--- src/rtl/up_datapath_gen_if.sv ---
// up_datapath_gen_if
//  Bundle of every strobe and bus signal between up_control, the memory
//  interface and the up_datapath_gen datapath.
//  Parameters DW/AW/NREG must match the datapath instance.
//  Modports:
//    master - control/memory side: drives strobes, selects and data_in,
//             and observes data_out, addr_out, ir, flags and stack status.
//    slave  - datapath side: the mirror image of master.
interface up_datapath_gen_if #(
  parameter int DW   = 8,
  parameter int AW   = 8,
  parameter int NREG = 4
);
  localparam int RSW = $clog2(NREG);

  logic [DW-1:0]   data_in;
  logic            sel_a;
  logic            sel_b;
  logic [2:0]      alu_op;
  logic            flag_we;
  logic [RSW-1:0]  rs_a;
  logic [RSW-1:0]  rs_b;
  logic [RSW-1:0]  rd_a;
  logic [RSW-1:0]  rd_b;
  logic            we_a;
  logic            we_b;
  logic            pc_inc;
  logic            pc_load;
  logic            sp_push;
  logic            sp_pop;
  logic            addr_sel;
  logic            ir_we;
  logic            stat_clr;
  logic [DW-1:0]   data_out;
  logic [AW-1:0]   addr_out;
  logic [DW/2-1:0] ir;
  logic            flag_z;
  logic            flag_c;
  logic            stk_ovf;
  logic            stk_unf;

  modport master (
    output data_in, sel_a, sel_b, alu_op, flag_we, rs_a, rs_b, rd_a, rd_b,
           we_a, we_b, pc_inc, pc_load, sp_push, sp_pop, addr_sel, ir_we,
           stat_clr,
    input  data_out, addr_out, ir, flag_z, flag_c, stk_ovf, stk_unf
  );

  modport slave (
    input  data_in, sel_a, sel_b, alu_op, flag_we, rs_a, rs_b, rd_a, rd_b,
           we_a, we_b, pc_inc, pc_load, sp_push, sp_pop, addr_sel, ir_we,
           stat_clr,
    output data_out, addr_out, ir, flag_z, flag_c, stk_ovf, stk_unf
  );
endinterface

--- src/rtl/up_datapath_gen.sv ---
// up_datapath_gen
//  Microprocessor datapath: NREG-entry dual-write register file, ALU with
//  registered Z/C flags, program counter (increment/load), stack pointer
//  (push/pop with optional guard) and a nibble-assembling instruction register.
//  All state changes take effect on the rising clk edge.
//  Ports:
//    clk    - rising-edge clock
//    nRst   - asynchronous active-low reset
//    dp_io  - up_datapath_gen_if.slave: control strobes, selects, data_in in;
//             data_out (ALU result), addr_out (PC/SP mux), ir, flags and
//             sticky stack status out.
//  Configuration macro:
//    UP_DP_STACK_GUARD_EN - when defined, push at SP==0 and pop at SP=={AW{1}}
//             hold SP and set stk_ovf / stk_unf; when undefined SP wraps and the
//             status outputs are tied to 0.
module up_datapath_gen #(
  parameter int            DW      = 8,
  parameter int            AW      = 8,
  parameter int            NREG    = 4,
  parameter logic [AW-1:0] SP_INIT = {AW{1'b1}}
) (
  input logic              clk,
  input logic              nRst,
  up_datapath_gen_if.slave dp_io
);
  localparam int            RSW    = $clog2(NREG);
  localparam int            HALF   = DW / 2;
  localparam int            MINW   = (AW < DW) ? AW : DW;
  localparam logic [AW-1:0] ONE_AW = {{(AW-1){1'b0}}, 1'b1};

  typedef enum logic [2:0] {
    OP_ADD, OP_SUB, OP_AND, OP_OR, OP_XOR, OP_PASS_A, OP_PASS_B, OP_SHL
  } aluOp_e;

  logic [DW-1:0]   regs_q [NREG];
  logic [AW-1:0]   pc_q, pc_d;
  logic [AW-1:0]   sp_q, sp_d;
  logic [HALF-1:0] ir_q, ir_d;
  logic            flagZ_q, flagZ_d;
  logic            flagC_q, flagC_d;

  logic [DW-1:0]   opA, opB, pcDw, aluRes;
  logic [AW-1:0]   pcLoad;
  logic [DW:0]     wide;
  logic            aluC;
  aluOp_e          aluOp;

  assign aluOp = aluOp_e'(dp_io.alu_op);

  // PC is zero-extended or truncated to DW for operand B, and the ALU result
  // is zero-extended or truncated to AW for a PC load.
  always_comb begin
    pcDw             = '0;
    pcDw[MINW-1:0]   = pc_q[MINW-1:0];
    pcLoad           = '0;
    pcLoad[MINW-1:0] = aluRes[MINW-1:0];
  end

  assign opA = dp_io.sel_a ? dp_io.data_in : regs_q[dp_io.rs_a];
  assign opB = dp_io.sel_b ? pcDw : regs_q[dp_io.rs_b];

  // ALU: the carry out of ADD and the borrow of SUB both appear in wide[DW];
  // logic and pass operations leave carry at 0.
  always_comb begin
    wide   = '0;
    aluRes = '0;
    aluC   = 1'b0;
    case (aluOp)
      OP_ADD: begin
        wide   = {1'b0, opA} + {1'b0, opB};
        aluRes = wide[DW-1:0];
        aluC   = wide[DW];
      end
      OP_SUB: begin
        wide   = {1'b0, opA} - {1'b0, opB};
        aluRes = wide[DW-1:0];
        aluC   = wide[DW];
      end
      OP_AND:    aluRes = opA & opB;
      OP_OR:     aluRes = opA | opB;
      OP_XOR:    aluRes = opA ^ opB;
      OP_PASS_A: aluRes = opA;
      OP_PASS_B: aluRes = opB;
      OP_SHL: begin
        aluRes = {opA[DW-2:0], 1'b0};
        aluC   = opA[DW-1];
      end
      default: aluRes = '0;
    endcase
  end

  // Next state for PC, flags and IR. The IR nibble choice uses the PC value
  // from before any same-cycle PC update.
  always_comb begin
    pc_d = pc_q;
    if (dp_io.pc_load) begin
      pc_d = pcLoad;
    end else if (dp_io.pc_inc) begin
      pc_d = pc_q + ONE_AW;
    end
    flagZ_d = flagZ_q;
    flagC_d = flagC_q;
    if (dp_io.flag_we) begin
      flagZ_d = (aluRes == '0);
      flagC_d = aluC;
    end
    ir_d = ir_q;
    if (dp_io.ir_we) begin
      ir_d = pc_q[0] ? dp_io.data_in[DW-1:HALF] : dp_io.data_in[HALF-1:0];
    end
  end

`ifdef UP_DP_STACK_GUARD_EN
  logic stkOvf_q, stkOvf_d;
  logic stkUnf_q, stkUnf_d;
  logic ovfEvt, unfEvt;

  // A push at the bottom or a pop at the top is refused and recorded; a new
  // event outranks a same-cycle stat_clr so it is never lost.
  always_comb begin
    ovfEvt = dp_io.sp_push && !dp_io.sp_pop && (sp_q == '0);
    unfEvt = dp_io.sp_pop && !dp_io.sp_push && (sp_q == '1);
    sp_d   = sp_q;
    if (dp_io.sp_push && !dp_io.sp_pop && !ovfEvt) begin
      sp_d = sp_q - ONE_AW;
    end else if (dp_io.sp_pop && !dp_io.sp_push && !unfEvt) begin
      sp_d = sp_q + ONE_AW;
    end
    stkOvf_d = ovfEvt ? 1'b1 : (dp_io.stat_clr ? 1'b0 : stkOvf_q);
    stkUnf_d = unfEvt ? 1'b1 : (dp_io.stat_clr ? 1'b0 : stkUnf_q);
  end

  always_ff @(posedge clk or negedge nRst) begin
    if (!nRst) begin
      stkOvf_q <= 1'b0;
      stkUnf_q <= 1'b0;
    end else begin
      stkOvf_q <= stkOvf_d;
      stkUnf_q <= stkUnf_d;
    end
  end

  assign dp_io.stk_ovf = stkOvf_q;
  assign dp_io.stk_unf = stkUnf_q;
`else
  logic unusedStatClr;

  always_comb begin
    sp_d = sp_q;
    if (dp_io.sp_push && !dp_io.sp_pop) begin
      sp_d = sp_q - ONE_AW;
    end else if (dp_io.sp_pop && !dp_io.sp_push) begin
      sp_d = sp_q + ONE_AW;
    end
  end

  assign unusedStatClr = dp_io.stat_clr;
  assign dp_io.stk_ovf = 1'b0;
  assign dp_io.stk_unf = 1'b0;
`endif

  // State registers. In the register file, port B is written first so that a
  // port A write to the same register overrides it.
  always_ff @(posedge clk or negedge nRst) begin
    if (!nRst) begin
      for (int i = 0; i < NREG; i++) begin
        regs_q[i] <= '0;
      end
      pc_q    <= '0;
      sp_q    <= SP_INIT;
      ir_q    <= '0;
      flagZ_q <= 1'b0;
      flagC_q <= 1'b0;
    end else begin
      if (dp_io.we_b) begin
        regs_q[dp_io.rd_b] <= dp_io.data_in;
      end
      if (dp_io.we_a) begin
        regs_q[dp_io.rd_a] <= aluRes;
      end
      pc_q    <= pc_d;
      sp_q    <= sp_d;
      ir_q    <= ir_d;
      flagZ_q <= flagZ_d;
      flagC_q <= flagC_d;
    end
  end

  assign dp_io.data_out = aluRes;
  assign dp_io.addr_out = dp_io.addr_sel ? sp_q : pc_q;
  assign dp_io.ir       = ir_q;
  assign dp_io.flag_z   = flagZ_q;
  assign dp_io.flag_c   = flagC_q;

  logic [RSW-1:0] unusedRsw;
  assign unusedRsw = '0;
endmodule

--- src/flat_wrapper.sv ---
// flat-port wrapper written by rule: the top's interface ports become plain ports
module up_datapath_gen_flat 
#(
  parameter int            DW      = 8,
  parameter int            AW      = 8,
  parameter int            NREG    = 4,
  parameter logic [AW-1:0] SP_INIT = {AW{1'b1}}
)
  (clk, nRst, dp_io_data_in, dp_io_sel_a, dp_io_sel_b, dp_io_alu_op, dp_io_flag_we, dp_io_rs_a, dp_io_rs_b, dp_io_rd_a, dp_io_rd_b, dp_io_we_a, dp_io_we_b, dp_io_pc_inc, dp_io_pc_load, dp_io_sp_push, dp_io_sp_pop, dp_io_addr_sel, dp_io_ir_we, dp_io_stat_clr, dp_io_data_out, dp_io_addr_out, dp_io_ir, dp_io_flag_z, dp_io_flag_c, dp_io_stk_ovf, dp_io_stk_unf);
  up_datapath_gen_if #(.DW(DW), .AW(AW), .NREG(NREG)) dp_io_i ();
  input logic clk;
  input logic nRst;
  input wire logic [$bits(dp_io_i.data_in)-1:0] dp_io_data_in;
  input wire logic [$bits(dp_io_i.sel_a)-1:0] dp_io_sel_a;
  input wire logic [$bits(dp_io_i.sel_b)-1:0] dp_io_sel_b;
  input wire logic [$bits(dp_io_i.alu_op)-1:0] dp_io_alu_op;
  input wire logic [$bits(dp_io_i.flag_we)-1:0] dp_io_flag_we;
  input wire logic [$bits(dp_io_i.rs_a)-1:0] dp_io_rs_a;
  input wire logic [$bits(dp_io_i.rs_b)-1:0] dp_io_rs_b;
  input wire logic [$bits(dp_io_i.rd_a)-1:0] dp_io_rd_a;
  input wire logic [$bits(dp_io_i.rd_b)-1:0] dp_io_rd_b;
  input wire logic [$bits(dp_io_i.we_a)-1:0] dp_io_we_a;
  input wire logic [$bits(dp_io_i.we_b)-1:0] dp_io_we_b;
  input wire logic [$bits(dp_io_i.pc_inc)-1:0] dp_io_pc_inc;
  input wire logic [$bits(dp_io_i.pc_load)-1:0] dp_io_pc_load;
  input wire logic [$bits(dp_io_i.sp_push)-1:0] dp_io_sp_push;
  input wire logic [$bits(dp_io_i.sp_pop)-1:0] dp_io_sp_pop;
  input wire logic [$bits(dp_io_i.addr_sel)-1:0] dp_io_addr_sel;
  input wire logic [$bits(dp_io_i.ir_we)-1:0] dp_io_ir_we;
  input wire logic [$bits(dp_io_i.stat_clr)-1:0] dp_io_stat_clr;
  output wire logic [$bits(dp_io_i.data_out)-1:0] dp_io_data_out;
  output wire logic [$bits(dp_io_i.addr_out)-1:0] dp_io_addr_out;
  output wire logic [$bits(dp_io_i.ir)-1:0] dp_io_ir;
  output wire logic [$bits(dp_io_i.flag_z)-1:0] dp_io_flag_z;
  output wire logic [$bits(dp_io_i.flag_c)-1:0] dp_io_flag_c;
  output wire logic [$bits(dp_io_i.stk_ovf)-1:0] dp_io_stk_ovf;
  output wire logic [$bits(dp_io_i.stk_unf)-1:0] dp_io_stk_unf;
  assign dp_io_i.data_in = dp_io_data_in;
  assign dp_io_i.sel_a = dp_io_sel_a;
  assign dp_io_i.sel_b = dp_io_sel_b;
  assign dp_io_i.alu_op = dp_io_alu_op;
  assign dp_io_i.flag_we = dp_io_flag_we;
  assign dp_io_i.rs_a = dp_io_rs_a;
  assign dp_io_i.rs_b = dp_io_rs_b;
  assign dp_io_i.rd_a = dp_io_rd_a;
  assign dp_io_i.rd_b = dp_io_rd_b;
  assign dp_io_i.we_a = dp_io_we_a;
  assign dp_io_i.we_b = dp_io_we_b;
  assign dp_io_i.pc_inc = dp_io_pc_inc;
  assign dp_io_i.pc_load = dp_io_pc_load;
  assign dp_io_i.sp_push = dp_io_sp_push;
  assign dp_io_i.sp_pop = dp_io_sp_pop;
  assign dp_io_i.addr_sel = dp_io_addr_sel;
  assign dp_io_i.ir_we = dp_io_ir_we;
  assign dp_io_i.stat_clr = dp_io_stat_clr;
  assign dp_io_data_out = dp_io_i.data_out;
  assign dp_io_addr_out = dp_io_i.addr_out;
  assign dp_io_ir = dp_io_i.ir;
  assign dp_io_flag_z = dp_io_i.flag_z;
  assign dp_io_flag_c = dp_io_i.flag_c;
  assign dp_io_stk_ovf = dp_io_i.stk_ovf;
  assign dp_io_stk_unf = dp_io_i.stk_unf;
  up_datapath_gen #(.DW(DW), .AW(AW), .NREG(NREG), .SP_INIT(SP_INIT)) u_core (.clk(clk), .nRst(nRst), .dp_io(dp_io_i));
endmodule
--- config.mk ---
export PLATFORM = sky130hd
export DESIGN_NAME = up_datapath_gen_flat
export DESIGN_NICKNAME = d
export VERILOG_FILES = /design/src/rtl/up_datapath_gen_if.sv /design/src/rtl/up_datapath_gen.sv /design/src/flat_wrapper.sv
export SDC_FILE = /design/constraint.sdc
export NUM_CORES = 1
export LEC_CHECK = 0
export CORE_MARGIN = 4
export CORE_UTILIZATION = 48
export DETAILED_ROUTE_END_ITERATION = 8
export HOLD_SLACK_MARGIN = 0.08
export PLACE_DENSITY = 0.7
export SLEW_MARGIN = 0
export SYNTH_ARGS = -nofsm -noshare
export SYNTH_HDL_FRONTEND = slang
export SYNTH_SLANG_ARGS = --single-unit
--- constraint.sdc ---
create_clock -name clk -period 8.95 [get_ports clk]
set_clock_uncertainty 0.15 [all_clocks]
set_input_delay 2.685 -clock clk [delete_from_list [all_inputs] [get_ports clk]]
set_output_delay 2.685 -clock clk [all_outputs]
set_load 0.005 [all_outputs]
After elaboration in Yosys (flattened, before gate mapping)
Index checks and enable logic that the tools add are counted.

Flip-flop bits (word level): 54. Input port bits: 33. Output and inout port bits: 24. Word-level logic and storage cells: 68.

Add/sub/neg operators: 5. Magnitude comparators: 6. Equal/unequal tests: 7. Mux-type cells: 24. Bitwise gates (word level): 7. Reduce and logical (&&, ||, !) cells: 10.

Operators by type and width (count): 8-bit two-way mux (13); 32-bit bitwise mux (2); 32-bit two-way mux (2); 8-bit case mux with 8 select lines (1); 8-bit binary-select mux with 2-bit select (2); 8-bit demux with 2-bit select (2); 8-bit by 1-bit adder with 8-bit output (second input constant) (2); 3-bit == test (second input constant) (4); 3-bit >= comparator (second input constant) (4); 2-bit NOT with 3-bit output (4); 8-bit by 8-bit adder with 9-bit output (1); 8-bit by 8-bit subtractor with 9-bit output (1); 8-bit bitwise AND (1); 8-bit logical NOT (1); 8-bit bitwise OR (1); 8-bit by 1-bit subtractor with 8-bit output (second input constant) (1); 8-bit XOR (1); 3-bit by 2-bit == test with 1-bit output (second input constant) (2); 3-bit by 1-bit < comparator with 1-bit output (second input constant) (2); 1-bit logical AND (4); 4-bit two-way mux (1); 2-bit nonzero test (2); 3-bit by 1-bit == test with 1-bit output (second input constant) (1); 3-bit logical NOT (1); 2 further kinds (3).

Logic depth before layout (Yosys ltp)
Gate-level depths: netlist (run 1).

Depth in word-level cells: 9. Depth in mapped cells: 14. Gate-level depth less buffers: 13.

Least setup slack after synthesis (run 1)
Ideal clock, no wire load.

Path type: input to output. From: input port dp_io_rs_a[0]. To: output port dp_io_data_out[4]. Arrival: 5474 ps. Required time: 6115 ps. Slack: 641 ps. Stages on the path: 13. Path through: buf_2 > mux4_2 > mux2i_1 > inv_1 > ha_1 > fa_1 > a21oi_1 > nor2_1 > or3_1 > o21ai_0 > a21boi_0 > a21oi_1 > inv_1.

Cells in the longest elaborated chain, start to end: 7.

RTL lines: from (decl) (line flat_wrapper.sv:18) `input wire logic [$bits(dp_io_i.rs_a)-1:0] dp_io_rs_a;`; 2-bit NOT with 3-bit output (implied by the code) (*) (line up_datapath_gen.sv:59) `assign opA = dp_io.sel_a ? dp_io.data_in : regs_q[dp_io.rs_a];`; 8-bit binary-select mux with 2-bit select (*) (line up_datapath_gen.sv:59); 8-bit two-way mux (implied by the code) (*) (2 in series) (line up_datapath_gen.sv:59); 8-bit two-way mux (*) (line up_datapath_gen.sv:59); 8-bit by 8-bit subtractor with 9-bit output, or another cell as far along (line up_datapath_gen.sv:75) `wide = {1'b0, opA} - {1'b0, opB};`; 8-bit case mux with 8 select lines (*) (line up_datapath_gen.sv:68) `case (aluOp)`; to (decl) (line flat_wrapper.sv:31) `output wire logic [$bits(dp_io_i.data_out)-1:0] dp_io_data_out;`.

Every way passes the cells marked *; elsewhere a longest branch is shown, timed or not. The select of a mux whose other input is x is not followed.

Worst setup path after layout (run 1)
Same ends and word-level chain as after synthesis.

==> impl_metrics.toml, run 1 <==
[placed_design]
placed_cells = 804
io_buffers = 53
placed_cell_area_mm2 = 0.00621
hpwl_um = 11300
routabilityCongestion = 0.915

[grt]
antenna_found_initial = 0
grt_pass1_wl_um = 23500
grt_max_degree = 55
grt_pass1_vias = 4725
grt-ovfl-total = 0
gr-usage-all-layers_pct = 24.8

[cells_and_area]
regArea_mm2 = 0.00136
final_cell_mix = "buf_4, a21oi_1, dfrtp_1"
fin_area_mm2 = 0.00643
mostFrequentLayoutCell = "buf_4"
layout.nets = 748
stdcell_count = 816
drive_above_1_share_pct = 28.1
fillCellCount = 866
antennaDiodeCount = 0
multi_input_area_mm2 = 0.00338
area_delta_synth_final_pct = 28.2

[power]
p_leak_nw = 2.98
finalPower_w = 0.00151
power_density_mw_per_mm2 = 235
max-vdd-ir-drop_mv = 0.148

[critical_path]
worst-setup-path-type = "in -> out"
crit_required_ps = 6120
endpoint_kind = "primary output"
cp-start-kind = "input pin"
rrSetupSlack_ps = 5170
path_max_fanout = 5
critPathArrivalTime_ps = 6010
cp-startpoint = "dp_io_rs_a[0]"
r2r-start = "u_core.regs_q[10]"

[clocking]
cts_hold_buf = 0
htree_levels = 2
cts.path.max_buffers = 2
clk-insertion-delay-late_ps = 320
cts_tree = "yes"
cts_root_buf = "clkbuf_8"
clk_pin_slew_ps = 100
cts_sinks = 54
cts_inserted_buffers = 5

[floorplan]
die_w_um = 110
die_area_mm2 = 0.0122
rows = 37
ios = 57
initial_utilization_pct = 49.0
die_height_um = 110
core-area_mm2 = 0.0102

[run]
cap_violations = 0

[sta]
rsz0062_at_grt = "yes"
tns_ps = 0
slew_violations = 0
fmax_ghz = 0.113
hold_slack_ps = 347
hold_viol = 0
min_period_ps = 8850
layout_worst_path_cycle_share_pct = 98.9
slew_headroom_pct = 52.9
tightestPinTransition_ps = 707
setup_viol_count_final = 0

[synth]
synth_edf_count = 0
synthesis.area_mm2 = 0.00502
ys_ff_latch = 54
synth.distinct_cells = 71
async_flop_share_pct = 100
synth_seq_area_share_pct = 27.1
avgSynthCellArea_um2 = 9.07
ys.flop_type = "dfrtp_1"
synthCells = 553
yosys_warnings = 0

[route]
postRouteAntennaNets = 0
routedWlPerCell_um = 18.0
wl_um = 14700
viasPerCell = 5.76
firstDrtPassIters = 5
drc = 0
drt_iter0_markers = 330
vias = 4699

[hold_path]
hp-class = "reg -> reg"
holdCritStartpoint = "u_core.sp_q[5]"

[outcome]
status = "finished clean"
[area by class of cell]
class / count / share of cell area [%]
clock buffers: 6 / 1.28
repair buffers: 151 / 19.8
flip-flops and latches: 54 / 21.2
multi-input cells: 428 / 52.5
clock inverters: 2 / 0.311
inverters: 39 / 2.31
well taps: 136 / 2.65
[power breakdown]
group | switching, W | total, W | internal (W) | leakage [nW]
clock network | 0.0000903 | 0.000156 | 0.0000661 | 0.0537
registers | 0.0000705 | 0.000399 | 0.000328 | 0.619
logic | 0.000450 | 0.000958 | 0.000508 | 2.30
total | 0.000611 | 0.00151 | 0.000902 | 2.98
[critical path, stage by stage]
cell and delay (ps):
dlygate4sd2_1 280, buf_4 170, nor2b_1 160, a222oi_1 410
buf_4 200, inv_1 60, buf_4 140, fa_2 390
buf_4 160, a21oi_2 120, nor2_1 50, or3_1 320
o21ai_2 90, a21boi_2 80, a21oi_2 180, inv_1 60
clkdlybuf4s50_1 440
[layer usage]
layer / track usage, % / up-vias / part of all wire [%]
li1: - / 2251 / -
met1: 32.3 / 2249 / 43
met2: 44.0 / 173 / 50
met3: 2.74 / 26 / 5.2
met4: 6.07 / 0 / 1.8
met5: 0 / - / 0
[metrics by stage]
stage	setup WS [ps]	utilization, %
finish	102	62.9
global route	4.01	62.9
CTS	2.14	62.3
detailed placement	-551	60.7
global placement	-536	60.7
floorplan	641	-
[cells in the mapped netlist (all sizes together), types with 3 or more instances]
library cell / n / share of area, %
nor3: 13 / 1.3
a211oi: 17 / 2.5
o21a: 3 / 0.45
nand3b: 4 / 0.60
a21o: 4 / 0.62
fa: 3 / 1.2
or3: 4 / 0.52
inv: 38 / 2.9
a222oi: 3 / 0.60
nand3: 7 / 0.70
nand2b: 4 / 0.50
a31oi: 4 / 0.50
buf: 9 / 1.3
and3: 4 / 0.50
nor2: 47 / 3.5
nand4: 5 / 0.62
nor2b: 14 / 1.7
o21bai: 6 / 0.90
xor2: 7 / 1.2
nand2: 33 / 2.5
ha: 33 / 8.2
dfrtp: 46 / 23
mux2: 34 / 7.7
xnor2: 13 / 2.3
mux4: 13 / 6.4
mux2i: 26 / 5.2
a21oi: 51 / 5.1
o21ai: 39 / 3.9
dfstp: 8 / 4.2
clkbuf: 24 / 3.2
[final timing paths]
kind | end | cells after the start
max | dp_io_data_out[4] | 17
min | u_core.sp_q[5] | 2
max reg2reg | u_core.dp_io.flag_z | 15
min reg2reg | u_core.sp_q[5] | 2
max in group asynchronous | u_core.pcDw[4] | 2
min in group asynchronous | u_core.regs_q[23] | 2
[state kept, by name, indices dropped and copies added, names as in the netlist]
register             cells
u_core.dp_io.ir          4
u_core.pcDw              8
u_core.dp_io.flag_c      1
u_core.sp_q              8
u_core.regs_q           32
u_core.dp_io.flag_z      1
[timing repair]
item | 4_1_cts | 5_1_grt
buffers inserted | 2 | 2
pin swaps | 5 | 11
endpoints found under the setup margin | 7 | 6
resized for setup | 22 | 23
[cells by family (layout without fill, tap and decap cells)]
logic type | count (synthesis) | after routing | share of synthesized area (%)
and+or+nand+nor | 143 | 143 | 13.7
buffers and inverters | 72 | 198 | 7.46
DFF | 54 | 54 | 27.1
other | 1 | 2 | 0.0747
xor gates and xnor gates | 20 | 20 | 3.49
adders and majority gates | 36 | 36 | 9.43
muxes | 73 | 73 | 19.3
AOI/OAI and AO/OA | 154 | 154 | 19.5
Power figures use the tool's default switching activity.
==> inputs of run 2 (changes only) <==
CORE_MARGIN = 5   (was 4)
==> run 2 against run 1 <==
Register-to-register slack barely moved. Setup slack better by 21 ps. Sequential cell count did not move. Final area is 1.9% higher. Critical path depth fell by 1. Clock power down 8%. Count of clock-buffer cells in the layout unchanged. Fmax rose by 0.24%. Largest power group unchanged.
==> impl_metrics.toml, run 2 (same netlist as run 1, synthesis figures left out) <==
[critical_path]
worst-setup-path-type = "in -> out"
endpoint_kind = "primary output"
critPathArrivalTime_ps = 5990
path_max_fanout = 5
r2r-start = "u_core.regs_q[17]"
cp-startpoint = "dp_io_rs_a[1]"
cp-start-kind = "input pin"
crit_required_ps = 6120

[cells_and_area]
area_delta_synth_final_pct = 30.6
post-route-util_pct = 63.8
final_cell_mix = "buf_4, a21oi_1, dfrtp_1"
layout.nets = 753
antennaDiodeCount = 0
largest_register_ffs = 32
stdcell_count = 821
fillCellCount = 876
drive_above_1_share_pct = 29.9
mostFrequentLayoutCell = "buf_4"
top_register = "u_core.regs_q"

[route]
drt_iter0_markers = 288
vias = 4739
viasPerCell = 5.77
routedWlPerCell_um = 18.3
firstDrtPassIters = 5
postRouteAntennaNets = 0
drc = 0
wl_um = 15000

[clocking]
cts_root_buf = "clkbuf_8"
cts_inserted_buffers = 5
cts.path.max_buffers = 2
cts_tree = "yes"
htree_levels = 2
clk_pin_slew_ps = 90
clk-insertion-delay-late_ps = 320
cts_sinks = 54
cts_hold_buf = 0

[floorplan]
die_height_um = 112
ios = 57
core-area_mm2 = 0.0103
initial_utilization_pct = 48.8
rows = 37
die_w_um = 112
die_area_mm2 = 0.0126

[power]
p_comb_share_pct = 64.7
finalPower_w = 0.00154
internal-power_w = 0.000920
max-vdd-ir-drop_mv = 0.169
p_sw_share_pct = 40.2
p_leak_nw = 2.98
power_density_mw_per_mm2 = 235
seqPwrFrac_pct = 26.0
clkPwrFrac_pct = 9.3
switchingPower_w = 0.000619

[hold_path]
holdCritStartpoint = "u_core.sp_q[5]"
hp-class = "reg -> reg"

[grt]
antenna_found_initial = 0
grt_pass1_vias = 4679
grt-ovfl-total = 0
grt_max_degree = 55
grt_pass1_wl_um = 23800
gr-usage-all-layers_pct = 23.3

[sta]
setup_viol_count_final = 0
setup_ws_ps = 123
hold_viol = 0
min_period_ps = 8830
slew_headroom_pct = 53.1
rsz0062_at_grt = "no"
tightestPinTransition_ps = 704
layout_worst_path_cycle_share_pct = 98.6
fmax_ghz = 0.113
tns_ps = 0
slew_violations = 0

[placed_design]
hpwl_um = 11300
placed_cells = 801
routabilityCongestion = 0.891
io_buffers = 53
dp_slack_ps = -472

[outcome]
status = "finished clean"

[run]
cap_violations = 0
[run 2: changes by cell type in the layout (fill, tap and decap cells not counted), moves of 3 or more]
cell    previous run  this run
mux4_2             7        11
buf_6              0         3
ha_1              31        27
mux4_1             6         2
ha_4               0         3
[run 2: power groups by stage]
stage	logic [W]	registers (W)	clock network (W)
after floorplan	0.000528	0.000373	0
after global placement	0.000864	0.000396	0
after detailed placement	0.000887	0.000403	0
after CTS	0.000948	0.000399	0.000148
after global routing	0.00108	0.000410	0.000159
final	0.000995	0.000401	0.000143
[run 2: worst paths after layout]
path	endpoint	slack [ps]	cells past startpoint
max in group asynchronous	u_core.pcDw[1]	5840	2
worst max register to register	u_core.dp_io.flag_z	5170	16
min in group asynchronous	u_core.regs_q[31]	2330	2
worst min register to register	u_core.sp_q[5]	350	2
worst max-delay path	dp_io_data_out[7]	120	16
worst min-delay path	u_core.sp_q[5]	350	2
[run 2: area by class of cell]
| class | count | area, um^2 | share of cell area [%] |
|---|---|---|---|
| tap | 136 | 170 | 2.60 |
| clock buffer | 6 | 72.6 | 1.11 |
| timing repair buffer | 156 | 1340 | 20.4 |
| sequential | 54 | 1360 | 20.8 |
| multi-input combinational | 428 | 3450 | 52.6 |
| clock inverter | 2 | 16.3 | 0.248 |
| inverter | 39 | 149 | 2.27 |
[run 2: repair_timing]
| action | in CTS | in global routing |
|---|---|---|
| buffers inserted | 11 | 1 |
| pin swaps | 20 | 14 |
| hold endpoints to repair | 0 | 0 |
| setup endpoints to repair | 7 | 8 |
| resized for setup | 38 | 27 |
| gates cloned | 0 | 0 |
[run 2: critical path, stage by stage]
cell,delay (ps)
clkdlybuf4s15_1,310
buf_4,170
mux2_1,320
a222oi_1,440
buf_4,220
inv_1,50
buf_4,120
ha_1,240
nor2b_1,160
o21ai_2,150
a31oi_2,130
xnor2_1,160
a2111oi_2,380
a211o_2,170
inv_1,30
dlygate4sd2_1,250
[run 2: per-stage QoR]
| step | hold WS, ps | cell area (um^2) |
|---|---|---|
| 6_report | 345 | 6550 |
| 5_1_grt | 382 | 6550 |
| 4_1_cts | 348 | 6440 |
| 3_5_place_dp | 334 | 6190 |
| 3_3_place_gp | 326 | 6190 |
| 2_1_floorplan | 315 | 5020 |
[run 2: routing by layer]
layer / routed length [um] / up-vias / global-route usage (%) / share of wire, %
li1: - / 2266 / - / -
met1: 6290 / 2301 / 29.0 / 42
met2: 7460 / 142 / 41.3 / 50
met3: 784 / 30 / 3.18 / 5.2
met4: 460 / 0 / 8.01 / 3.1
met5: 0 / - / 0 / 0
